**config.mk**
```make
export PLATFORM = sky130hd
export DESIGN_NAME = riscv_fetch_ctrl_flat
export DESIGN_NICKNAME = d
export VERILOG_FILES = /design/src/rtl/riscv_fetch_ctrl_if.sv /design/src/rtl/riscv_fetch_ctrl.sv /design/src/flat_wrapper.sv
export SDC_FILE = /design/constraint.sdc
export NUM_CORES = 1
export LEC_CHECK = 0
export BUFFER_PORTS_ARGS = -buffer_cell sky130_fd_sc_hd__buf_2
export CAP_MARGIN = 40
export CORE_MARGIN = 8
export CORE_UTILIZATION = 45
export CTS_BUF_LIST = sky130_fd_sc_hd__clkbuf_8
export DETAILED_ROUTE_END_ITERATION = 10
export PLACE_DENSITY = 0.79
export REMOVE_ABC_BUFFERS = 1
export SLEW_MARGIN = 40
export SYNTH_ARGS = -nofsm -noshare
export SYNTH_HDL_FRONTEND = slang
export SYNTH_SLANG_ARGS = --single-unit
```
**constraint.sdc**
```tcl
create_clock -name clk -period 1.75 [get_ports clk]
set_input_delay 0.175 -clock clk [delete_from_list [all_inputs] [get_ports clk]]
set_output_delay 0.175 -clock clk [all_outputs]
set_load 0.01 [all_outputs]
```
**src/rtl/riscv_fetch_ctrl_if.sv**
```systemverilog
// Instruction-memory request/response bus between the fetch controller and memory.
interface riscv_fetch_ctrl_if;
    logic        req;
    logic [31:0] addr;
    logic        ack;
    logic [31:0] data;

    modport master (output req, output addr, input ack, input data);
    modport slave  (input req, input addr, output ack, output data);
endinterface

```
**src/rtl/riscv_fetch_ctrl.sv**
```systemverilog
// Fetch controller: issues instruction-memory requests for the IF-stage PC,
// registers the result toward decode, and latches a fault on memory timeout.
module riscv_fetch_ctrl #(
    parameter int unsigned MAX_WAIT = 15
) (
    input  logic                      clk,
    input  logic                      rst,
    input  logic [31:0]               pc,
    output logic                      bubble,
    riscv_fetch_ctrl_if.master        imem,
    input  logic                      redirect,
    input  logic                      id_stall,
    output logic                      id_valid,
    output logic [31:0]               id_instr,
    output logic [31:0]               id_pc,
    output logic                      fault
);

    typedef enum logic {
        ST_FETCH,
        ST_FAULT
    } state_t;

    localparam logic [7:0] WAIT_LAST = 8'(MAX_WAIT - 1);

    state_t     state;
    logic [7:0] wait_cnt;
    logic       hold;
    logic       fire;
    logic       wait_miss;

    assign hold      = id_valid & id_stall;
    // rst gates the request so it drops the instant reset asserts, without a clock edge.
    assign imem.req  = (state == ST_FETCH) & ~hold & rst;
    assign imem.addr = pc;
    assign fire      = (state == ST_FETCH) & imem.req & imem.ack & ~redirect;
    assign bubble    = ~fire;
    assign wait_miss = imem.req & ~imem.ack & ~redirect;

    always_ff @(posedge clk or negedge rst) begin
        if (!rst) begin
            state    <= ST_FETCH;
            wait_cnt <= '0;
            id_valid <= 1'b0;
            id_instr <= '0;
            id_pc    <= '0;
            fault    <= 1'b0;
        end else if (state == ST_FETCH) begin
            if (fire) begin
                id_valid <= 1'b1;
                id_instr <= imem.data;
                id_pc    <= pc;
            end else if (redirect || !hold) begin
                id_valid <= 1'b0;
            end

            if (!wait_miss) begin
                wait_cnt <= '0;
            end else if (wait_cnt == WAIT_LAST) begin
                state    <= ST_FAULT;
                fault    <= 1'b1;
                wait_cnt <= '0;
            end else begin
                wait_cnt <= wait_cnt + 8'd1;
            end
        end else begin
            // Sticky until reset; redirect and late acks are ignored here.
            id_valid <= 1'b0;
            wait_cnt <= '0;
            fault    <= 1'b1;
        end
    end

endmodule

```
**src/flat_wrapper.sv**
```systemverilog
// flat-port wrapper written by rule: the top's interface ports become plain ports
module riscv_fetch_ctrl_flat 
#(
    parameter int unsigned MAX_WAIT = 15
)
  (clk, rst, pc, bubble, redirect, id_stall, id_valid, id_instr, id_pc, fault, imem_req, imem_addr, imem_ack, imem_data);
  riscv_fetch_ctrl_if imem_i ();
  input  logic clk;
  input  logic rst;
  input  logic [31:0] pc;
  output logic bubble;
  input  logic redirect;
  input  logic id_stall;
  output logic id_valid;
  output logic [31:0] id_instr;
  output logic [31:0] id_pc;
  output logic fault;
  output wire logic [$bits(imem_i.req)-1:0] imem_req;
  output wire logic [$bits(imem_i.addr)-1:0] imem_addr;
  input wire logic [$bits(imem_i.ack)-1:0] imem_ack;
  input wire logic [$bits(imem_i.data)-1:0] imem_data;
  assign imem_req = imem_i.req;
  assign imem_addr = imem_i.addr;
  assign imem_i.ack = imem_ack;
  assign imem_i.data = imem_data;
  riscv_fetch_ctrl #(.MAX_WAIT(MAX_WAIT)) u_core (.clk(clk), .rst(rst), .pc(pc), .bubble(bubble), .imem(imem_i), .redirect(redirect), .id_stall(id_stall), .id_valid(id_valid), .id_instr(id_instr), .id_pc(id_pc), .fault(fault));
endmodule
```
After elaboration in Yosys (flattened, before gate mapping)

Index checks and enable logic that the tools add are counted.

Word-level logic and storage cells: 40
Flip-flop bits (word level): 75

Reduce and logical (&&, ||, !) cells: 7
Bitwise logic cells: 13
Add/subtract/negate cells: 1
Equal/unequal tests: 1
Multiplexer cells: 12

Operators with widths:

| cell                                           | count |
|---|---|
| 2-to-1 mux 8 bit                               | 3 |
| 2-to-1 mux 1 bit                               | 9 |
| adder 8 x 1 -> 8 bit (second input constant)   | 1 |
| bitwise AND 1 bit                              | 8 |
| == test 8 x 4 -> 1 bit (second input constant) | 1 |
| NOT 1 bit                                      | 5 |
| AND reduction 2 bit                            | 2 |
| nonzero test 2 bit                             | 2 |
| nonzero test 3 bit                             | 1 |
| zero test 1 bit                                | 1 |
| logical OR 1 bit                               | 1 |

Longest topological paths before layout

Word-level depth: 9
Gate-level depth with buffers: 5

Worst setup path after synthesis

Ideal clock, no wire load.

Kind: register -> register
Start point: register u_core.id_valid
End point: register u_core.id_instr[0]
Stages on the path, launching flop included: 6
Setup slack: 0.383 ns
Period minus slack after synthesis: 1.367 ns
Arrival time: 1.242 ns
Library setup time: 0.125 ns
Cells stage by stage: dfrtp_1 > nand2_1 > nand4b_1 > buf_6 > buf_6 > mux2_4

Longest elaborated chain between the ends: 8

RTL lines:

| item                                 | line                   | text |
|---|---|---|
| from (decl)                          | riscv_fetch_ctrl.sv:13 | `output logic id_valid,` |
| from (signal assigned)               | riscv_fetch_ctrl.sv:44 | `id_valid <= 1'b0;` |
| from (signal assigned)               | riscv_fetch_ctrl.sv:50 | `id_valid <= 1'b1;` |
| from (signal assigned)               | riscv_fetch_ctrl.sv:54 | `id_valid <= 1'b0;` |
| bitwise AND 1 bit                    | riscv_fetch_ctrl.sv:32 | `assign hold = id_valid & id_stall;` |
| NOT 1 bit                            | riscv_fetch_ctrl.sv:34 | `assign imem.req = (state == ST_FETCH) & ~hold & rst;` |
| bitwise AND 1 bit (2 in series)      | riscv_fetch_ctrl.sv:34 |  |
| bitwise AND 1 bit (3 in series)      | riscv_fetch_ctrl.sv:36 | `assign fire = (state == ST_FETCH) & imem.req & imem.ack & ~redirect;` |
| AND reduction 2 bit (no source line) | --                     |  |
| to (signal assigned)                 | riscv_fetch_ctrl.sv:51 | `id_instr <= imem.data;` |
| to (decl)                            | riscv_fetch_ctrl.sv:14 | `output logic [31:0] id_instr,` |

No other way between the ends.
A chain may end at the register's enable or synchronous reset.

Final worst setup path

Start point: register u_core.id_valid
End point: output bubble

Longest elaborated chain between the ends: 8

RTL lines:

| item                            | line                   | text |
|---|---|---|
| bitwise AND 1 bit               | riscv_fetch_ctrl.sv:32 |  |
| NOT 1 bit                       | riscv_fetch_ctrl.sv:34 |  |
| bitwise AND 1 bit (2 in series) | riscv_fetch_ctrl.sv:34 |  |
| bitwise AND 1 bit (3 in series) | riscv_fetch_ctrl.sv:36 |  |
| NOT 1 bit                       | riscv_fetch_ctrl.sv:37 | `assign bubble = ~fire;` |
| to (decl)                       | flat_wrapper.sv:11     | `output logic bubble;` |

No other way between the ends.

==> results.cfg <==
[setup_path]
path_class = flop to output port
worst-path-max-fanout = 41
worstPathRequired_ps = 1570
worstSetupStartpointType = flop
critPathArrivalTime_ps = 1450
end_kind = output port

[synthesis]
synth_area_per_cell_um2 = 15.1
synthSimpleGateAreaFrac = 0.0441
async_flop_share = 1.00
ys_ff_latch = 75
netlist.area_leader.share = 0.566
yosys.area.top_type = dfrtp_1
yosysWarnings = 0
syn_area_um2 = 3320
ys_seq_area_frac = 0.566
synth_area_leaders = dfrtp_1 (57%), mux2_4 (18%), mux2_2 (8.1%)
synth_xor_xnor_area_share = 0.00792
postSynthCellCount = 220
synth_fa_ha_area_frac = 0.00754
synth-compound-area-share = 0.0166
synthMuxAreaShare = 0.262
synth_top_family_by_area = multiplexers
synth_cell_type_count = 27
synth-edff-count = 0
synthFlopType = dfrtp_1

[route]
routed_wl_um = 7700
drc = 0
first_pass_iters = 4
wire_per_inst_um = 16.4
postRouteAntennaNets = 0
vias = 2219
viasPerCell = 4.73
drt_iter0_drc = 63

[placed_design]
dpl.cell_count = 451
dp_hpwl_um = 5910
routabilityCongestion = 0.764
portBuffers = 168
dp_slack_ps = 166

[layout]
drive_gt1_frac = 0.681
fin_nets = 437
antenna_cells = 0
multi_input_area_um2 = 1120
fin_cells = 469
regArea_um2 = 1880
area_delta_synth_final_pct = 28.1
n_fill_cell = 616

[timing]
final.setup.tns_ps = 0
skew_ps = 11.0
slew_viol_final = 0
period_share = 0.927
fin_crit_ps = 1620
worst_slack_ps = 128
setup_viol = 0
max_freq_mhz = 617
max_slew_margin = 0.611
finalHoldViolCount = 0
tightest_slew_ps = 583
rsz0062_at_grt = false

[outcome]
status = finished, final reports clean

[pwr]
power_mw = 4.84
p_leak_nw = 2.27
ir_drop_v = 0.000505
powerDensity_nw_per_um2 = 1140

[cts]
cts_tree = built
cts.htree.levels = 3
root_buffer = clkbuf_8
clk_pin_slew_ps = 80
post_cts_buffers = 0
clock_path_buffers = 2
numCtsBuffers = 9
worstSkewPairLatency_ps = 330
clock-sinks = 75

[die]
die_w_um = 102
dieArea_um2 = 10400
core_area_um2 = 7210
num_io_pins = 169
initial_core_util = 0.460
row_count = 31
die-height_um = 102

[global_routing]
grt_pass1_wl_um = 12100
track_usage = 0.149
grt_pass1_vias = 2389
antenna_found_initial = 0
grt_max_degree = 48
overflow = 0

[min_path]
hold_class = input pin to asynchronous set/reset pin

[flow_run]
drv_cap = 0
flip-flops by register name, indices dropped and copies added (netlist names):
register and cells:
u_core.wait_cnt 8, u_core.id_pc 32, u_core.id_valid 1, u_core.fault 1, u_core.state 1, u_core.id_instr 32
cell usage after synthesis (3+ instances only):
master / instances
mux2_4: 40
or3_1: 3
buf_6: 5
nor2_1: 3
a211oi_1: 3
mux2_2: 24
nor3_1: 5
o21ai_0: 4
buf_4: 32
nand3_1: 4
dfrtp_1: 75
critical path, stage by stage, from the launching register on:
cell	delay (ps)
dfrtp_1	350
nand2_1	100
nand4b_1	170
buf_12	300
buf_2	190
cell type report:
class | instances | share of cell area
flip-flops and latches | 75 | 0.442
multi-input cells | 103 | 0.264
repair buffers | 175 | 0.214
clock buffers | 9 | 0.0292
well taps | 99 | 0.0292
clock inverters | 6 | 0.0194
inverters | 2 | 0.00177
layout by cell type (no fill, tap or decap), types with 3 or more instances in the layout:
cell | synthesis | layout
buf_2 | 2 | 168
dfrtp_1 | 75 | 75
mux2_4 | 40 | 40
mux2_2 | 24 | 24
clkbuf_8 | 0 | 9
nor3_1 | 5 | 5
o21ai_0 | 4 | 4
nand3_1 | 4 | 4
buf_4 | 32 | 4
inv_1 | 2 | 3
or3_1 | 3 | 3
nor2_1 | 3 | 3
a211oi_1 | 3 | 3
through the flow:
| stage | instance area, um2 | utilization | hold slack, ps |
|---|---|---|---|
| after floorplan | 3010 | - | -121 |
| after global placement | 4020 | 0.557 | 9.36 |
| after detailed placement | 4020 | 0.557 | 11.2 |
| after CTS | 4250 | 0.590 | 46.9 |
| after global routing | 4250 | 0.589 | 42.9 |
| final | 4250 | 0.589 | 26.8 |
power breakdown:
part | internal [mW] | switching [mW] | total (mW)
registers | 2.06 | 0.179 | 2.24
clock network | 0.788 | 0.585 | 1.37
logic | 0.684 | 0.542 | 1.23
final timing paths:
kind | start | to | slack [ps] | cells past startpoint
max | u_core.id_valid$_DFFE_PN0P_ | bubble | 130 | 4
max reg2reg | u_core.id_valid$_DFFE_PN0P_ | u_core.id_pc[13]$_DFFE_PN0P_ | 260 | 4
min reg2reg | u_core.fault$_DFFE_PN0P_ | u_core.fault$_DFFE_PN0P_ | 490 | 2
max in group asynchronous | rst | u_core.id_pc[13]$_DFFE_PN0P_ | 820 | 3
min in group clk | imem_data[12] | u_core.id_instr[12]$_DFFE_PN0P_ | 70 | 2
min | rst | u_core.id_pc[4]$_DFFE_PN0P_ | 30 | 3
cells by family (layout without fill, tap and decap cells):
family / count (synthesis) / after routing
flip-flops: 75 / 75
multiplexers: 64 / 64
buffers and inverters: 42 / 192
AND/OR/NAND/NOR: 25 / 25
AO/OA/AOI/OAI: 9 / 9
XOR/XNOR: 3 / 3
adder cells (fa/ha/maj): 2 / 2
repair_timing:
item                                    4_1_cts  5_1_grt
endpoints found under the hold margin        28        0
endpoints found under the setup margin        0        0
hold buffers                                  3        0
resized for setup                             0        0
metal layers:
layer | GRT usage | up-vias | share of wire
li1 | - | 1025 | -
met4 | 0.0564 | 0 | 0.010
met3 | 0.0456 | 7 | 0.096
met2 | 0.247 | 108 | 0.48
met5 | 0 | - | 0
met1 | 0.179 | 1079 | 0.41
Power figures use the tool's default switching activity.
